`config.mk`:
```
export PLATFORM = sky130hd
export DESIGN_NAME = pipe_stage_skid
export DESIGN_NICKNAME = d
export VERILOG_FILES = /design/src/rtl/pipe_stage_skid.sv
export SDC_FILE = /design/constraint.sdc
export NUM_CORES = 1
export LEC_CHECK = 0
export ABC_CLOCK_PERIOD_IN_PS = 2300
export CORE_MARGIN = 4
export CORE_UTILIZATION = 40
export CTS_CLUSTER_SIZE = 30
export DETAILED_ROUTE_END_ITERATION = 10
export GPL_TIMING_DRIVEN = 0
export PLACE_DENSITY = 0.66
export RECOVER_POWER = 25
export SLEW_MARGIN = 5
export SYNTH_ARGS = -nofsm -noshare
export SYNTH_HDL_FRONTEND = slang
export SYNTH_SLANG_ARGS = --single-unit
```
`constraint.sdc`:
```
create_clock -name clk -period 2.3 [get_ports clk]
set_input_delay 0.46 -clock clk [delete_from_list [all_inputs] [get_ports clk]]
set_output_delay 0.46 -clock clk [all_outputs]
set_load 0.05 [all_outputs]
```
`src/rtl/pipe_stage_skid.sv`:
```
// Handshaked pipeline-stage register with a two-entry skid buffer, flush,
// bubble control masking and a saturating stall counter.
module pipe_stage_skid #(
   parameter int DATA_W = 128,
   parameter int CTRL_W = 16,
   parameter int CNT_W  = 16
) (
   input  logic              clk,
   input  logic              rst_n,
   input  logic              in_valid,
   output logic              in_ready,
   input  logic [DATA_W-1:0] in_data,
   input  logic [CTRL_W-1:0] in_ctrl,
   output logic              out_valid,
   input  logic              out_ready,
   output logic [DATA_W-1:0] out_data,
   output logic [CTRL_W-1:0] out_ctrl,
   input  logic              flush,
   input  logic              cnt_clr,
   output logic [CNT_W-1:0]  stall_cnt
);

   logic              r_main_valid;
   logic [DATA_W-1:0] r_main_data;
   logic [CTRL_W-1:0] r_main_ctrl;
   logic              r_skid_valid;
   logic [DATA_W-1:0] r_skid_data;
   logic [CTRL_W-1:0] r_skid_ctrl;
   logic [CNT_W-1:0]  r_stall_cnt;

   logic w_in_fire;
   logic w_out_fire;
   logic w_stall;

   // in_ready depends only on a register, so out_ready never reaches it combinationally
   assign in_ready   = !r_skid_valid;
   assign w_in_fire  = in_valid & in_ready;
   assign w_out_fire = r_main_valid & out_ready;
   assign w_stall    = r_main_valid & !out_ready;

   always_ff @(posedge clk or negedge rst_n) begin
      if (!rst_n) begin
         r_main_valid <= 1'b0;
         r_main_data  <= '0;
         r_main_ctrl  <= '0;
         r_skid_valid <= 1'b0;
         r_skid_data  <= '0;
         r_skid_ctrl  <= '0;
      end else if (flush) begin
         // Any beat accepted this cycle is swallowed; data fields keep their values
         r_main_valid <= 1'b0;
         r_skid_valid <= 1'b0;
      end else if (r_skid_valid) begin
         if (w_out_fire) begin
            r_main_data  <= r_skid_data;
            r_main_ctrl  <= r_skid_ctrl;
            r_skid_valid <= 1'b0;
         end
      end else if (w_in_fire) begin
         if (!r_main_valid || w_out_fire) begin
            r_main_valid <= 1'b1;
            r_main_data  <= in_data;
            r_main_ctrl  <= in_ctrl;
         end else begin
            r_skid_valid <= 1'b1;
            r_skid_data  <= in_data;
            r_skid_ctrl  <= in_ctrl;
         end
      end else if (w_out_fire) begin
         r_main_valid <= 1'b0;
      end
   end

   always_ff @(posedge clk or negedge rst_n) begin
      if (!rst_n) begin
         r_stall_cnt <= '0;
      end else if (cnt_clr) begin
         r_stall_cnt <= '0;
      end else if (w_stall && !flush && (r_stall_cnt != {CNT_W{1'b1}})) begin
         r_stall_cnt <= r_stall_cnt + 1'b1;
      end
   end

   assign out_valid = r_main_valid;
   assign out_data  = r_main_data;
   assign out_ctrl  = r_main_valid ? r_main_ctrl : '0;
   assign stall_cnt = r_stall_cnt;

endmodule

```
### Word level (Yosys, flattened, before mapping)

Cells that the tools add are included.
W data, S select, Z words.

| storage, ports and cells | value |
|---|---|
| register bits | 306 |
| input bits | 150 |
| output and inout port bits | 162 |
| logic and storage cells | 53 |

| cells by class | value |
|---|---|
| $add $sub $neg | 1 |
| equal/unequal tests | 4 |
| mux-type cells | 21 |
| bitwise logic cells | 6 |
| reductions and logical operators | 14 |

Operator list:

| operator | count |
|---|---|
| $mux W128 | 4 |
| $mux W16 | 7 |
| $add A16 B1 Y16 const B | 1 |
| $ne A16 B16 Y1 const B | 1 |
| $mux W1 | 10 |
| $reduce_and A4 Y1 | 2 |
| $reduce_bool A2 Y1 | 3 |
| $logic_not A1 Y1 | 4 |
| $and A1 B1 Y1 | 3 |
| $ne A3 B2 Y1 const B | 1 |
| $not A1 Y1 | 3 |
| $reduce_and A3 Y1 | 1 |
| $reduce_bool A3 Y1 | 1 |
| $logic_and A1 B1 Y1 | 2 |
| $ne A2 B1 Y1 const B | 1 |
| $ne A2 B2 Y1 const B | 1 |
| $logic_or A1 B1 Y1 | 1 |

### Logic depth before layout (Yosys ltp)

Gate-level depths: netlist of run 1.

| logic depth | value |
|---|---|
| word-level depth | 6 |
| gate-level depth with buffers | 9 |
| gate-level depth less buffers | 5 |

### Worst setup path before layout of run 1

No wires, ideal clock.

| timing | value |
|---|---|
| kind | register -> output |
| from | reg r_main_valid, in the netlist out_valid |
| to | out out_ctrl[10] |
| data arrival time | 1596 ps |
| data required time | 1840 ps |
| setup slack | 244 ps |
| cell stages (with the launch flop) | 4 |
| buffers on the path | 2 |
| path through | dfrtp_1 clkbuf_1 clkbuf_1 and2_1 |

| between the ends | value |
|---|---|
| cells in the longest elaborated chain, start to end | 1 |

Ends and longest elaborated chain:

| element | RTL line | source |
|---|---|---|
| from (decl) | 23 | `logic r_main_valid;` |
| from (signal assigned) | 43 | `r_main_valid <= 1'b0;` |
| from (signal assigned) | 51 | `r_main_valid <= 1'b0;` |
| from (signal assigned) | 61 | `r_main_valid <= 1'b1;` |
| $mux W16 | 86 | `assign out_ctrl = r_main_valid ? r_main_ctrl : '0;` |
| to (decl) | 17 | `output logic [CTRL_W-1:0] out_ctrl,` |

No other way between the ends.

### Worst setup path after layout of run 1

| timing | value |
|---|---|
| from | reg r_main_valid, in the netlist out_valid |
| to | out out_valid |

RTL lines:

| element | RTL line | source |
|---|---|---|
| to (decl) | 14 | `output logic out_valid,` |

No word-level cell between the ends.

==> reports/qor.txt, run 1 <==
Status -> completed
Slew Viols, Final -> 0
Internal power -> 11.9 mW
Max incr delay on CP -> 850 ps
Post-Layout Cell Count -> 1,886
# IOs -> 312
Crit start category -> register
Yosys warns -> 0
RSZ-0062 raised after global routing -> no
Port Buffers -> 311
DIE AREA -> 0.0357 mm2
Static Leak -> 7.74 nW
Via density -> 4.98
Pwr/cell area -> 969 mW/mm2
EDFF count, synth -> 0
Number of global-route vias before repair -> 9,705
CP Max Fanout -> 6
Worst-skew pair later-pin latency -> 500 ps
CP cell instances -> clkdlybuf4s50_1
Max Cap Viol -> 0
Comb power frac -> 26.8%
Iteration-0 DRC Markers -> 382
CTS buffer count -> 35
Global-route wire length before repair -> 55.1 mm
Clock tree buffer depth -> 3
Minimum clock period after layout -> 2230 ps
Cell Rows -> 65
Synth Flop Type -> dfrtp_1
Final Util -> 56.2%
Post-synth ARST share -> 100%
Final Setup Violations -> 0
Drt total wl -> 34.6 mm
Storage element area -> 0.00766 mm2
Reg power frac -> 41.2%
Synth Area per Inst -> 12.2 um2
Chip width -> 189 um
Min-Delay Path Class -> register to register
Clock transition at path regs -> 60 ps
Total core area -> 0.0320 mm2
DR vias -> 9,395
Sequential share of the synthesized area -> 58.5%
Clk sink count -> 306
WP buf/inv -> 1
CP Data Required Time -> 1840 ps
Final ANT Viol Nets -> 0
Htree depth -> 2
Wire length per cell -> 18.3 um
Period utilisation layout -> 96.9%
GP Congestion -> 0.798
Placed cell count -> 1,820
Synth Instances -> 1,071
P_sw -> 5.57 mW
# DRC -> 0
Final hold vios -> 0
Synthesized area -> 0.0131 mm2
Least-Margin Pin Slew -> 839 ps
Die height -> 189 um
Clock share of power -> 32.0%
Layout cell share with drive strength beyond 1 -> 18.4%
Largest net degree at the start of global routing -> 101
Yosys reg bits -> 306
Final #Nets -> 1,574
Max Freq -> 448 MHz
Initial Util -> 41.0%
Crit path kind -> register to primary output
Setup bufs post-CTS -> 0
Peak supply drop -> 663 uV
TritonCTS clock tree -> done
Crit-path slowest cell -> clkdlybuf4s50_1
Root Buffer -> clkbuf_16
Worst path arrival time -> 1770 ps
DP HPWL -> 24.7 mm
DRT Pass-1 Iters -> 4
GRT Overall Usage -> 19.1%
Syn Nets -> 1,222
# fillers -> 2,784
Clock Skew -> 7.55 ps
Switch share -> 32.0%
Multi-input logic area -> 0.00509 mm2
Crit path max-delay family -> buffers and inverters
Synth unique cells -> 36
Slew HR -> 44.1%
Remaining global-route overflow -> 0
Layout area overhead -> 37.3%
Initial antenna violation count -> 6
Worst setup EP type -> primary output
==> power by group through the flow <==
| stage | Combinational (mW) | Clock [mW] | Sequential [mW] |
|---|---|---|---|
| 6_report | 4.67 | 5.57 | 7.19 |
| 5_1_grt | 4.99 | 5.98 | 7.34 |
| 4_1_cts | 4.73 | 5.74 | 7.19 |
| 3_5_place_dp | 4.73 | 0 | 7.28 |
| 3_3_place_gp | 4.64 | 0 | 7.25 |
| 2_1_floorplan | 1.44 | 0 | 8.70 |
==> final timing paths <==
| check | start | endpoint | slack (ps) | cells past startpoint |
|---|---|---|---|---|
| max | out_valid | out_valid | 70 | 1 |
| min | out_data[95] | out_data[95] | 480 | 2 |
| max reg2reg | out_valid | r_skid_data[96] | 220 | 5 |
| min reg2reg | out_data[95] | out_data[95] | 480 | 2 |
| max in group asynchronous | rst_n | r_skid_data[53] | 580 | 4 |
| min in group asynchronous | rst_n | r_skid_data[119] | 500 | 2 |
==> metal layers <==
metal / track usage, % / up-vias / wire (um)
met1: 24.6 / 4645 / 14500
met5: 0 / - / 57
li1: - / 4461 / -
met4: 4.82 / 8 / 746
met2: 31.9 / 223 / 16800
met3: 5.73 / 58 / 2410
==> kinds of logic after synthesis <==
group / synth area share, %
flops: 58.5
fa+ha+maj: 0.0955
mux: 24.3
compound gates: 6.62
simple gates: 7.85
buf+inv: 2.63
==> final cells by class <==
cell class                      count  share of cell area, %
Sequential cell                   306                   42.6
Multi-Input combinational cell    691                   28.3
Timing Repair Buffer              315                   17.7
Clock buffer                       51                   5.83
Tap cell                          435                   3.03
Buffer                             70                   1.82
Clock inverter                     12                  0.626
Inverter                            4                 0.0835
Antenna cell                        2                 0.0278
==> stage by stage <==
| step | setup slack, ps | setup TNS, ps | cell area (um2) | power (mW) | hold WS [ps] |
|---|---|---|---|---|---|
| floorplan | 244 | 0 | 13100 | 10.1 | 164 |
| global placement | -13030 | -4035660 | 16800 | 11.9 | 457 |
| detailed placement | -540 | -73570 | 16800 | 12.0 | 424 |
| CTS | 2.85 | 0 | 18000 | 17.7 | 476 |
| global route | 2.93 | 0 | 18000 | 18.3 | 498 |
| finish | 70.3 | 0 | 18000 | 17.4 | 475 |
==> cell usage in the layout, fill, tap and decap left out, types with 11 or more instances in the layout <==
cell,synthesis,routed
and2_1,17,17
buf_2,35,28
clkbuf_1,30,42
clkbuf_16,0,37
clkdlybuf4s50_1,0,283
dfrtp_1,306,306
mux2_2,153,153
mux2i_1,146,146
nand2_1,154,153
nor2_1,12,12
nor2b_1,11,11
o21ai_0,101,101
o21ai_1,46,46
==> Yosys cell counts (2+ instances only) <==
library cell | n | area, um2
buf_6 | 3 | 33.8
and2_1 | 17 | 106
a211oi_1 | 4 | 30.0
nor3_1 | 2 | 10.0
nand4_1 | 7 | 43.8
mux2i_1 | 146 | 1460
clkbuf_1 | 30 | 113
mux2_2 | 153 | 1720
o21ai_1 | 46 | 230
nand3_1 | 6 | 30.0
dfrtp_1 | 306 | 7660
buf_2 | 35 | 175
o21ai_0 | 101 | 505
and4_1 | 2 | 17.5
and3_1 | 3 | 18.8
nor2b_1 | 11 | 68.8
or3_1 | 3 | 18.8
buf_1 | 2 | 7.51
nand2_1 | 154 | 578
nor2_1 | 12 | 45.0
a21oi_1 | 10 | 50.1
inv_1 | 4 | 15.0
==> registers in the layout (all words and copies together), names as in the netlist <==
register      flops
out_valid         1
out_data        128
stall_cnt        16
r_skid_valid      1
r_main_ctrl      16
r_skid_data     128
r_skid_ctrl      16
==> what timing repair did <==
action,CTS,global route
resized for setup,83,14
setup endpoints to repair,80,16
endpoints found under the hold margin,57,0
hold buffers,1,0
Power figures use the tool's default switching activity.
==> run 2, diff against run 1 <==
--- a/config.mk
+++ b/config.mk
@@ -13,6 +13,7 @@
 export GPL_TIMING_DRIVEN = 0
 export PLACE_DENSITY = 0.66
 export RECOVER_POWER = 25
+export SETUP_SLACK_MARGIN = 0.02
 export SLEW_MARGIN = 5
 export SYNTH_ARGS = -nofsm -noshare
 export SYNTH_HDL_FRONTEND = slang
==> reports/qor.txt, run 2 (same netlist as run 1, synthesis figures left out) <==
Layout cell share with drive strength beyond 1 -> 18.5% (was 18.4%)
Launch point of the worst reg-to-reg path -> out_valid (unchanged)
Worst setup EP type -> primary output (unchanged)
Wire length per cell -> 18.3 um (about the same)
GRT Overall Usage -> 19.1% (unchanged)
Switch share -> 32.0% (about the same)
Crit start category -> register (unchanged)
Clock tree buffer depth -> 3 (unchanged)
Setup_tns -> 0 ps (unchanged)
Final ANT Viol Nets -> 0 (unchanged)
Clock transition at path regs -> 60 ps (about the same)
Remaining global-route overflow -> 0 (unchanged)
Static Leak -> 7.75 nW (was 7.74 nW)
Chip width -> 189 um (unchanged)
P_sw -> 5.57 mW (about the same)
Crit path max-delay family -> buffers and inverters (unchanged)
Initial Util -> 41.0% (unchanged)
DP HPWL -> 24.7 mm (unchanged)
Pwr/cell area -> 969 mW/mm2 (about the same)
Worst-skew pair later-pin latency -> 500 ps (about the same)
Worst Setup SP -> stall_cnt[14] (was out_valid)
Layout area overhead -> 37.3% (about the same)
Period utilisation layout -> 96.5% (was 96.9%)
Worst path arrival time -> 1760 ps (was 1770 ps)
# IOs -> 312 (unchanged)
Tot Pwr -> 17.4 mW (about the same)
Min-Delay Path Class -> register to register (unchanged)
DIE AREA -> 0.0357 mm2 (unchanged)
Largest net degree at the start of global routing -> 101 (unchanged)
GP Congestion -> 0.798 (unchanged)
Least-Margin Pin Slew -> 838 ps (was 839 ps)
Placed cell count -> 1,820 (unchanged)
Reg power frac -> 41.2% (about the same)
CP Max Fanout -> 6 (unchanged)
Final hold vios -> 0 (unchanged)
Die height -> 189 um (unchanged)
Slew HR -> 44.1% (about the same)
Crit path kind -> register to primary output (unchanged)
Clk sink count -> 306 (unchanged)
Final #Nets -> 1,574 (unchanged)
Max Cap Viol -> 0 (unchanged)
Most frequent cells in the layout -> dfrtp_1, clkdlybuf4s50_1, nand2_1, mux2_2, mux2i_1 (unchanged)
Max incr delay on CP -> 840 ps (was 850 ps)
Total core area -> 0.0320 mm2 (unchanged)
Internal power -> 11.9 mW (about the same)
Worst hold path startpoint -> out_data[95] (unchanged)
TritonCTS clock tree -> done (unchanged)
WP buf/inv -> 1 (unchanged)
Peak supply drop -> 664 uV (was 663 uV)
Comb power frac -> 26.8% (about the same)
Hold_ws -> 475 ps (about the same)
Htree depth -> 2 (unchanged)
# DRC -> 0 (unchanged)
CTS buffer count -> 35 (unchanged)
Slew Viols, Final -> 0 (unchanged)
RSZ-0062 raised after global routing -> no (unchanged)
Root Buffer -> clkbuf_16 (unchanged)
Iteration-0 DRC Markers -> 388 (was 382)
Status -> completed (unchanged)
Clock Skew -> 7.49 ps (was 7.55 ps)
Post-Layout Cell Count -> 1,886 (unchanged)
DR vias -> 9,393 (was 9,395)
CP cell instances -> clkdlybuf4s50_1 (unchanged)
Crit-path slowest cell -> clkdlybuf4s50_1 (unchanged)
Max Freq -> 451 MHz (was 448 MHz)
Initial antenna violation count -> 6 (unchanged)
Global-route wire length before repair -> 55.1 mm (unchanged)
Number of global-route vias before repair -> 9,705 (unchanged)
Minimum clock period after layout -> 2220 ps (was 2230 ps)
Port Buffers -> 311 (unchanged)
Drt total wl -> 34.6 mm (about the same)
Leading cell type in the layout, fill and taps excluded -> dfrtp_1 (unchanged)
CP Data Required Time -> 1840 ps (about the same)
Cell Rows -> 65 (unchanged)
Final Util -> 56.3% (was 56.2%)
Final Setup Violations -> 0 (unchanged)
Clock share of power -> 32.0% (about the same)
Via density -> 4.98 (about the same)
DRT Pass-1 Iters -> 4 (unchanged)
run 2: timing repair:
action	CTS	global route
pin swaps	0	0
gates resized for setup	89	12
hold endpoints to repair	57	0
buffers inserted	0	0
setup endpoints to repair	85	16
hold buffers	1	0
run 2: per-stage QoR:
step                      worst slack (ps)  area, um2
after floorplan                        244      13100
final                                 80.9      18000
after global placement              -13030      16800
after CTS                             24.9      18000
after global routing                  21.6      18000
after detailed placement              -540      16800
run 2: layout make-up:
type	instances	area [um2]
Antenna cell	2	5.00
Timing Repair Buffer	315	3180
Multi-Input combinational cell	691	5090
Tap cell	435	544
Clock inverter	12	113
Buffer	70	329
Fill cell	2785	14000
Sequential cell	306	7660
Clock buffer	51	1050
Inverter	4	15.0
run 2: power by group through the flow:
| stage | sequential (mW) | clock [mW] | combinational (mW) |
|---|---|---|---|
| after global placement | 7.25 | 0 | 4.64 |
| after global routing | 7.34 | 5.98 | 4.99 |
| final | 7.18 | 5.57 | 4.67 |
| after CTS | 7.19 | 5.74 | 4.74 |
| after floorplan | 8.70 | 0 | 1.44 |
| after detailed placement | 7.28 | 0 | 4.73 |
run 2: worst paths after layout:
check / cells past startpoint / slack (ps) / end
setup / recovery: 1 / 80 / stall_cnt[14]
hold / removal: 2 / 480 / out_data[95]
setup reg to reg: 5 / 220 / r_skid_data[96]
hold reg to reg: 2 / 480 / out_data[95]
max in group asynchronous: 4 / 580 / r_skid_data[53]
min in group asynchronous: 2 / 490 / r_skid_data[119]
run 2: routing by layer:
| metal | part of all wire, % | vias to the layer above | track usage (%) | routed length, um |
|---|---|---|---|---|
| li1 | - | 4459 | - | - |
| met3 | 6.9 | 56 | 5.73 | 2400 |
| met1 | 42 | 4638 | 24.6 | 14500 |
| met2 | 49 | 232 | 31.9 | 16900 |
| met5 | 0.16 | - | 0 | 57 |
| met4 | 2.1 | 8 | 4.82 | 724 |
